$ cat config.mk
export PLATFORM = sky130hd
export DESIGN_NAME = alu_seq
export DESIGN_NICKNAME = d
export VERILOG_FILES = /design/src/rtl/alu_seq.sv
export SDC_FILE = /design/constraint.sdc
export NUM_CORES = 1
export LEC_CHECK = 0
export ABC_CLOCK_PERIOD_IN_PS = 6100
export BUFFER_PORTS_ARGS = -buffer_cell sky130_fd_sc_hd__buf_2
export CORE_MARGIN = 4
export CORE_UTILIZATION = 60
export CTS_BUF_LIST = sky130_fd_sc_hd__clkbuf_16
export CTS_CLUSTER_SIZE = 8
export DETAILED_ROUTE_END_ITERATION = 8
export PLACE_DENSITY = 0.82
export SYNTH_ARGS = -nofsm -noshare
export SYNTH_HDL_FRONTEND = slang
export SYNTH_SLANG_ARGS = --single-unit
$ cat constraint.sdc
create_clock -name clk -period 6.1 [get_ports clk]
set_input_delay 1.22 -clock clk [delete_from_list [all_inputs] [get_ports clk]]
set_output_delay 1.22 -clock clk [all_outputs]
set_load 0.03 [all_outputs]
$ cat src/rtl/alu_seq.sv
// Multi-cycle flag-generating ALU: one SEG-bit slice per clock, LSB segment first,
// with a registered inter-segment carry and a stored carry flag for ADC/SBB chaining.
module alu_seq #(
    parameter int WIDTH = 16,
    parameter int SEG   = 4
) (
    input  logic             clk,
    input  logic             rst_n,
    input  logic             in_valid,
    output logic             in_ready,
    input  logic [2:0]       op,
    input  logic [WIDTH-1:0] X,
    input  logic [WIDTH-1:0] Y,
    output logic [WIDTH-1:0] Z,
    output logic             out_valid,
    output logic             sign,
    output logic             zero,
    output logic             carry,
    output logic             parity,
    output logic             overflow
);

    localparam int NSEG = WIDTH / SEG;
    localparam int KW   = (NSEG > 1) ? $clog2(NSEG) : 1;

    typedef enum logic {
        IDLE,
        RUN
    } state_t;

    state_t state, state_next;

    logic [WIDTH-1:0]     xr;
    logic [WIDTH-1:0]     yr;
    logic [WIDTH-SEG-1:0] res;
    logic [2:0]           opr;
    logic                 c;
    logic [KW-1:0]        k;

    logic [SEG-1:0]       xs;
    logic [SEG-1:0]       ys;
    logic [SEG:0]         sum;
    logic [SEG-1:0]       seg_out;
    logic [WIDTH-1:0]     z_next;
    logic                 last;
    logic                 accept;
    logic                 arith;

    always_ff @(posedge clk or negedge rst_n) begin
        if (!rst_n) begin
            state <= IDLE;
        end else begin
            state <= state_next;
        end
    end

    always_comb begin
        state_next = state;
        case (state)
            IDLE:    if (in_valid) state_next = RUN;
            RUN:     if (last) state_next = IDLE;
            default: state_next = IDLE;
        endcase
    end

    always_comb begin
        in_ready = (state == IDLE);
    end

    // Operands shift right each segment, so the active slice always sits in the low SEG bits
    // and the partial result fills in from the top.
    always_comb begin
        accept = in_valid && in_ready;
        last   = (state == RUN) && (k == KW'(NSEG - 1));
        arith  = ~opr[2];
        xs     = xr[SEG-1:0];
        ys     = yr[SEG-1:0];
        sum    = {1'b0, xs} + {1'b0, ys} + {{SEG{1'b0}}, c};
        case (opr)
            3'b100:  seg_out = xs & ys;
            3'b101:  seg_out = xs | ys;
            3'b110:  seg_out = xs ^ ys;
            3'b111:  seg_out = xs;
            default: seg_out = sum[SEG-1:0];
        endcase
        z_next = {seg_out, res};
    end

    always_ff @(posedge clk or negedge rst_n) begin
        if (!rst_n) begin
            xr  <= '0;
            yr  <= '0;
            res <= '0;
            opr <= '0;
            c   <= 1'b0;
            k   <= '0;
        end else if (accept) begin
            xr  <= X;
            yr  <= (op[2:1] == 2'b01) ? ~Y : Y;
            opr <= op;
            k   <= '0;
            case (op)
                3'b001, 3'b011: c <= carry;
                3'b010:         c <= 1'b1;
                default:        c <= 1'b0;
            endcase
        end else if (state == RUN) begin
            xr  <= xr >> SEG;
            yr  <= yr >> SEG;
            res <= z_next[WIDTH-1:SEG];
            c   <= sum[SEG];
            k   <= k + 1'b1;
        end
    end

    // On the final segment xs/ys hold the operand MSB slices, giving the overflow inputs directly.
    always_ff @(posedge clk or negedge rst_n) begin
        if (!rst_n) begin
            Z         <= '0;
            out_valid <= 1'b0;
            sign      <= 1'b0;
            zero      <= 1'b1;
            carry     <= 1'b0;
            parity    <= 1'b1;
            overflow  <= 1'b0;
        end else begin
            out_valid <= last;
            if (last) begin
                Z        <= z_next;
                sign     <= seg_out[SEG-1];
                zero     <= ~|z_next;
                carry    <= arith & sum[SEG];
                parity   <= ~^z_next;
                overflow <= arith & (xs[SEG-1] == ys[SEG-1]) & (seg_out[SEG-1] != xs[SEG-1]);
            end
        end
    end

endmodule

# Word-level counts from Yosys, hierarchy flattened
# Cells that the tools add are included.
[word_totals] register_bits=73 latchBits=0 mem_bits_rw=0 romBits=0 out_inout_bits=23 elab_cells=60 mem_count=0
[classes] n_addsub=3 multipliers=0 n_div=0 n_lt_le_gt_ge=0 n_eq_ne=11 shift=0 mux=14 n_bitwise=10 reduce_logical=8
[ops] cell="$mux W16" n=5
[ops] cell="$not A16 Y16" n=1
[ops] cell="$pmux W4 S4" n=1
[ops] cell="$reduce_or A16 Y1" n=1
[ops] cell="$reduce_xnor A16 Y1" n=1
[ops] cell="$eq A3 B3 Y1 const B" n=4
[ops] cell="$eq A3 B2 Y1 const B" n=2
[ops] cell="$add A4 B4 Y5" n=1
[ops] cell="$add A5 B1 Y5" n=1
[ops] cell="$and A4 B4 Y4" n=1
[ops] cell="$mux W1" n=4
[ops] cell="$mux W2" n=2
[ops] cell="$or A4 B4 Y4" n=1
[ops] cell="$pmux W1 S2" n=2
[ops] cell="$xor A4 B4 Y4" n=1
[ops] cell="$and A1 B1 Y1" n=3
[ops] cell="$eq A3 B1 Y1 const B" n=1
[ops] cell="$not A1 Y1" n=3
[ops] cell="$add A2 B1 Y2 const B" n=1
[ops] cell="$eq A2 B1 Y1 const B" n=1
[ops] cell="$eq A2 B2 Y1 const B" n=1
[ops] cell="$logic_and A1 B1 Y1" n=2
[ops] cell="$reduce_and A2 Y1" n=1
[ops] cell="$reduce_bool A2 Y1" n=1
[ops] cell="4 further kinds" n=4

# Depth between registers and ports, before layout
# Gate-level depths: netlist (run 1).
[logic_depth] depth_word=5 depth_mapped=12 ltp_nobuf=12

# Worst setup path before layout (run 1)
# No wires, ideal clock.
[synth_timing] kind="reg2reg" start="reg xr[1]" end="reg parity" arrival_ns=2.535 t_required_ns=6.015 path_slack_ns=3.479 stages_incl_launch_ff=12 n_path_buf=0 synth_period_minus_slack_ns=2.621 path_cell_list="dfrtp_1 > inv_1 > ha_1 > nor2b_1 > o21a_1 > or4b_4 > and3_2 > ha_1 > xnor2_1 > xnor2_1 > xnor2_1 > o21ai_0"
[synth_between] elab_chain_cells=4
[synth_lines] element="start, declared" line="33" source="logic [WIDTH-1:0] xr;"
[synth_lines] element="start signal, assigned" line="108" source="xr <= xr >> SEG;"
[synth_lines] element="$add A4 B4 Y5" line="78" source="sum = {1'b0, xs} + {1'b0, ys} + {{SEG{1'b0}}, c};"
[synth_lines] element="$add A5 B1 Y5" line="78"
[synth_lines] element="$pmux W4 S4 (*)" line="79" source="case (opr)"
[synth_lines] element="$reduce_xnor A16 Y1 (*)" line="133" source="parity <= ~^z_next;"
[synth_lines] element="end signal, assigned" line="133"
[synth_lines] element="end, declared" line="19" source="output logic parity,"
# Every way passes the cells marked *; elsewhere a longest branch is shown, timed or not.
# A chain may end at the register's enable or synchronous reset.

# Worst setup path after layout (run 1)
[layout_timing] start="reg state" end="out in_ready"
[layout_between] elab_chain_cells=1
[layout_lines] element="start, declared" line="31" source="state_t state, state_next;"
[layout_lines] element="start signal, assigned" line="53" source="state <= state_next;"
[layout_lines] element="$not A1 Y1"
[layout_lines] element="end, declared" line="10" source="output logic in_ready,"
# Every way passes these cells.

==> results of run 1 <==
[cell usage after synthesis (5+ instances only)]
master    number  share of area, %
a21oi_1        5              0.69
buf_2          5              0.69
clkbuf_1       9              0.93
dfrtp_1       70                48
ha_1          17               5.8
inv_1         28               2.9
mux2i_1       32               8.8
nand2_1       53               5.5
nor2_1        15               1.5
o21ai_0       51               7.0
xnor2_1       11               2.6
xor2_1        13               3.1
[per-layer routing]
layer	up-vias	GRT usage, %	routed length (microns)	part of all wire, %
met5	-	0	0	0
met4	0	10.6	161	2.3
met3	14	4.32	393	5.7
met2	63	35.9	3480	50
met1	1226	24.9	2900	42
li1	1287	-	-	-
[area by class of cell]
class | instances | share of cell area, %
clock buffers | 9 | 5.30
clock inverters | 7 | 1.71
inverters | 28 | 2.47
multi-input cells | 230 | 38.5
flip-flops and latches | 72 | 42.5
well taps | 75 | 2.21
repair buffers | 62 | 7.41
[layout by cell type, fill, tap and decap left out, drive strengths merged, types with 5 or more instances in the layout]
| cell type | Yosys | final |
|---|---|---|
| clkbuf | 9 | 9 |
| buf | 12 | 62 |
| o21ai | 51 | 51 |
| mux2i | 32 | 32 |
| clkinv | 0 | 5 |
| nand2 | 53 | 53 |
| a21oi | 5 | 5 |
| ha | 17 | 17 |
| xnor2 | 11 | 11 |
| dfrtp | 70 | 70 |
| nor2 | 15 | 15 |
| inv | 28 | 28 |
| xor2 | 13 | 13 |
[power by group through the flow]
stage / logic, mW / registers [mW] / clock network [mW]
final: 1.15 / 0.824 / 0.518
after global routing: 1.29 / 0.854 / 0.544
after CTS: 1.17 / 0.826 / 0.522
after detailed placement: 1.15 / 0.833 / 0
after global placement: 1.09 / 0.820 / 0
after floorplan: 0.798 / 0.906 / 0
[path summary, 6_finish.rpt]
check | start | endpoint | slack (ns) | depth (start not counted)
setup / recovery | state | in_ready | 3.11 | 3
hold / removal | Z[5] | Z[5] | 0.47 | 2
setup reg to reg | xr[1] | parity | 3.27 | 11
hold reg to reg | Z[5] | Z[5] | 0.47 | 2
max in group asynchronous | rst_n | state | 4.39 | 2
min in group asynchronous | rst_n | Z[2] | 1.09 | 2
[critical path, cell delays in order, from the launching register on]
cell and delay, ns:
dfrtp_2 0.33, buf_4 0.55, inv_1 0.26, buf_2 0.25
[per-stage QoR]
stage               utilization, %  hold WS, ns  setup WS, ns  area [sq um]  cells
global placement              66.8        0.456          3.28          3960    467
CTS                           71.8        0.479          3.13          4250    483
detailed placement            66.8        0.466          3.25          3960    467
finish                        71.8        0.474          3.11          4250    483
global route                  71.8        0.499          2.99          4250    483
floorplan                        -        0.450          3.48          3640    351
[sequential cells by signal, summed over array words and instances (netlist names), 2 cells and up]
name / flops
opr: 3
res: 12
xr: 16
Z: 16
k: 2
yr: 16
[cells by family (layout without fill, tap and decap cells)]
| logic type | count (synthesis) | after routing | share of synthesized area (%) |
|---|---|---|---|
| buf+inv | 49 | 106 | 5.63 |
| compound gates | 70 | 70 | 10.9 |
| fa+ha+maj | 19 | 19 | 6.94 |
| xor+xnor | 24 | 24 | 5.77 |
| flops | 72 | 72 | 49.5 |
| simple gates | 78 | 78 | 8.97 |
| mux | 39 | 39 | 12.3 |
==> results.yml, run 1 <==
finish:
  multi_input_area_sq_um: 1640
  regArea_sq_um: 1810
  drive_gt1_share_pct: 22.3
  fillCellCount: 439
  nets: 460
  antennaDiodeCount: 0
  area_growth_pct: 16.8
global_routing:
  grt_max_degree: 85
  overflow: 0
  globalRouteTotalUtil_pct: 21.0
  grt_pass1_wl_mm: 12.1
  grt_pass1_vias: 2675
  antenna_found_initial: 0
floorplanning:
  start_util_pct: 61.5
  die_w_microns: 85.9
  io_pins: 61
  core_area_sq_um: 5920
  dieArea_sq_um: 7380
  rows: 28
  fp.dieH_microns: 85.9
power:
  totalPowerFinal_mw: 2.49
  power_frac_comb_pct: 46.1
  power.density_nw_per_um2: 586
  peakVddDrop_mv: 0.352
  pwr-share-seq_pct: 33.1
  p_switching_mw: 1.00
  p_int_mw: 1.49
  p_leak_nw: 2.15
  clockPowerShare_pct: 20.8
  switching_share_pct: 40.3
clock_network:
  cts_max_path_buffers: 2
  h-tree-depth: 3
  cts_tree: "built"
  clock-root-buffer: "clkbuf_16"
  postCtsSetupBuffers: 0
  cts_resized: 0
  cts_sinks: 72
  path_clk_slew_ns: 0.06
  clk_latency_ns: 0.33
  postCtsHoldBufs: 0
  numCtsBuffers: 9
sta:
  clock.fmax_mhz: 335
  final_max_slew_viol_count: 0
  setup_violations: 0
  tightest_slew_ns: 1.01
  hold_violations: 0
  finClkSkew_ns: 0.00612
  fin_crit_sh_pct: 49.0
  rsz0062_at_grt: "false"
  timing.setup.tns_ns: 0
  relSlewSlack_pct: 32.6
  post-route-min-period_ns: 2.99
worst_setup_path:
  crit_fanout: 84
  arrival_ns: 1.77
  worst-setup-path-type: "register to output pin"
  crit_path_end_kind: "output pin"
  cp-start-kind: "register"
  required_ns: 4.88
logic_synthesis:
  synth_cells: 351
  synth_flop_cell: "dfrtp_1"
  syn-cell-area_sq_um: 3640
  ys_seq_elements: 72
  ys_seq_area_share_pct: 49.5
  synth_edf_count: 0
  syn_nets: 408
  yosysWarnings: 0
  syn_area_per_cell_sq_um: 10.4
  synth.distinct_cells: 35
  synth-async-reset-ratio_pct: 100
min_path:
  hold_path.class: "register to register"
placement:
  routabilityCongestion: 0.841
  place_hpwl_mm: 4.83
  io_buffers: 60
route:
  drc: 0
  wl_mm: 6.94
  ant_nets: 0
  drt_pass1_iterations: 4
  drt_iter0_drc: 154
  vias: 2590
  wl_per_cell_microns: 14.4
  routed_via_density: 5.36
flow_run:
  maxCapViolCount: 0
outcome:
  outcome: "finished clean"
(Power assumes the default switching activity.)
==> run 2: changes to the inputs <==
- ABC_AREA: not set -> 1
- ABC_CLOCK_PERIOD_IN_PS: 6100 -> 2900
- CORE_UTILIZATION: 60 -> 56
- PLACE_DENSITY: 0.82 -> 0.77
- clock period: 6.1 -> 2.9 ns (I/O delays scaled with it)
==> results.yml, run 2 <==
outcome:
  outcome: "finished clean"
floorplanning:
  core_area_sq_um: 6310
  start_util_pct: 57.4
  dieArea_sq_um: 7820
  rows: 29
  fp.dieH_microns: 88.5
  die_w_microns: 88.5
  io_pins: 61
worst_setup_path:
  r2r_slack_ns: 0.30
  cp_slowest_stage_delay_ns: 0.41
  r2r-start: "xr[0]"
  crit_path_end_kind: "register"
  path_cells: "inv_1 > fa_1 > inv_1 > fa_1 > nand2_1 > nand4_1 > inv_1 > ha_1 > xnor2_1 > xnor2_1 > nand2_1 > nand3_1 > nand2_1"
  regToRegEndpoint: "parity"
  reg2reg_depth: 13
  critPathTopFamily: "adder cells"
  critPathBufInv: 3
  cp-start-kind: "register"
  arrival_ns: 2.85
  crit_fanout: 4
  required_ns: 3.16
  worst-setup-path-type: "register to register"
  slowest_stage: "fa_1"
clock_network:
  cts_sinks: 72
  cts_tree: "built"
  numCtsBuffers: 9
  postCtsSetupBuffers: 0
  clk_latency_ns: 0.33
  h-tree-depth: 3
  postCtsHoldBufs: 0
  cts_max_path_buffers: 2
  path_clk_slew_ns: 0.06
  cts_resized: 0
  clock-root-buffer: "clkbuf_16"
sta:
  clock.fmax_mhz: 385
  tightest_slew_ns: 0.674
  setup_violations: 0
  rsz0062_at_grt: "false"
  fin_crit_sh_pct: 89.5
  relSlewSlack_pct: 55.1
  final_max_slew_viol_count: 0
  post-route-min-period_ns: 2.60
  hold_violations: 0
  finClkSkew_ns: 0.00469
  timing.setup.tns_ns: 0
logic_synthesis:
  synthTopCellsByArea: "dfrtp_1 (48%), nand2_1 (9.7%), inv_1 (6.0%), ha_1 (5.9%), o221ai_1 (4.1%)"
  ys_seq_elements: 72
  synth_area_leader_cell: "dfrtp_1"
  synth_common_cells: "nand2_1 (94), dfrtp_1 (70), inv_1 (58)"
  syn_nets: 462
  ys_seq_area_share_pct: 49.8
  yosysWarnings: 0
  synth.distinct_cells: 34
  syn-cell-area_sq_um: 3620
  syn_area_per_cell_sq_um: 8.95
  synth_edf_count: 0
  synth_flop_cell: "dfrtp_1"
  synth_cells: 405
  synthMostInstantiatedCell: "nand2_1"
  synth_top_area_share_pct: 48.3
  synth-async-reset-ratio_pct: 100
placement:
  routabilityCongestion: 0.929
  place_hpwl_mm: 5.39
  dpl_cell_area_sq_um: 3960
  io_buffers: 60
finish:
  mostFrequentLayoutCells: "nand2_1 (94), dfrtp_1 (70), buf_2 (60)"
  finalInstanceArea_sq_um: 4230
  area_growth_pct: 16.8
  nets: 519
  drive_gt1_share_pct: 19.5
  mostFrequentLayoutCell: "nand2_1"
  antennaDiodeCount: 0
  finalCoreUtilization_pct: 67.1
  top_regs: "Z x16, xr x16, yr x16"
global_routing:
  grt_busiest_layer: "met2"
  grt_max_degree: 45
  use_met3_pct: 4.47
  antenna_found_initial: 0
  grt_pass1_vias: 2847
  use_met2_pct: 35.8
  globalRouteTotalUtil_pct: 22.1
  grt_pass1_wl_mm: 13.3
  overflow: 0
  met1_usage_pct: 28.3
route:
  wl_per_cell_microns: 14.0
  drc: 0
  vias: 2866
  routed_via_density: 5.27
  drt_iter0_drc: 102
  ant_nets: 0
  wl_mm: 7.62
  drt_pass1_iterations: 4
power:
  p_leak_nw: 2.11
  totalPowerFinal_mw: 4.89
  peakVddDrop_mv: 0.714
  power.density_nw_per_um2: 1160
min_path:
  hold_path.class: "primary input to asynchronous set/reset pin"
flow_run:
  maxCapViolCount: 0
## run 2: changes by cell type in the layout (fill, tap and decap cells not counted), sizes merged, moves of 4 or more
cell,before,now
or2,0,4
xnor2,11,5
mux2i,32,0
nand3,0,10
nand2,53,96
o22ai,0,9
a211oi,4,0
nand4,2,8
o211ai,0,5
inv,28,63
nor2,15,21
o221ai,0,17
mux4,4,0
o21ai,51,33
## run 2: cell families (layout without fill, tap and decap cells)
group,Yosys count,count (layout),synth area share [%]
adders and majority gates,19,19,6.97
buffers and inverters,81,143,9.39
and+or+nand+nor,142,142,16.6
DFF,72,72,49.8
AOI/OAI and AO/OA,73,73,12.9
xor gates and xnor gates,18,18,4.35
## run 2: cell type report
cell class | instances | area (sq um)
timing repair buffer | 64 | 343
fill | 545 | 2080
tap | 77 | 96.3
inverter | 63 | 236
clock buffer | 9 | 225
multi-input combinational | 252 | 1480
sequential | 72 | 1800
clock inverter | 7 | 48.8
## run 2: worst max-delay path by stage
stage	startpoint	endpoint	slack [ns]	cells past startpoint
floorplan	xr[0]	parity	0.53	13
global placement	xr[0]	parity	0.44	13
detailed placement	xr[0]	parity	0.35	13
CTS	xr[0]	parity	0.27	13
global route	xr[0]	parity	0.03	13
finish	xr[0]	parity	0.30	13
## run 2: metal layers
metal	share of wire, %	vias to the layer above	wire (microns)
met5	0	-	0
met4	2.8	0	217
met3	4.8	19	368
met2	48	80	3630
met1	45	1332	3400
li1	-	1435	-
## run 2: per-stage QoR
stage	hold WS (ns)	setup slack, ns	cells
2_1_floorplan	0.284	0.531	405
3_3_place_gp	0.458	0.440	528
3_5_place_dp	0.468	0.352	528
4_1_cts	0.307	0.266	544
5_1_grt	0.344	0.0296	544
6_report	0.287	0.303	544
## run 2: worst register-to-register path: stages, from the launching register on
cell and delay (ns):
dfrtp_1 0.35, inv_1 0.10, fa_1 0.40, inv_1 0.09
fa_1 0.41, nand2_1 0.08, nand4_1 0.12, inv_1 0.11
ha_1 0.24, xnor2_1 0.25, xnor2_1 0.15, nand2_1 0.07
nand3_1 0.10, nand2_1 0.06
## run 2: report_power, final
part           total [mW]  switching [mW]  leakage (nW)  internal [mW]
clock                1.00           0.424         0.127          0.576
sequential           1.60           0.212         0.937           1.39
combinational        2.29            1.47          1.05          0.827
total                4.89            2.10          2.11           2.79
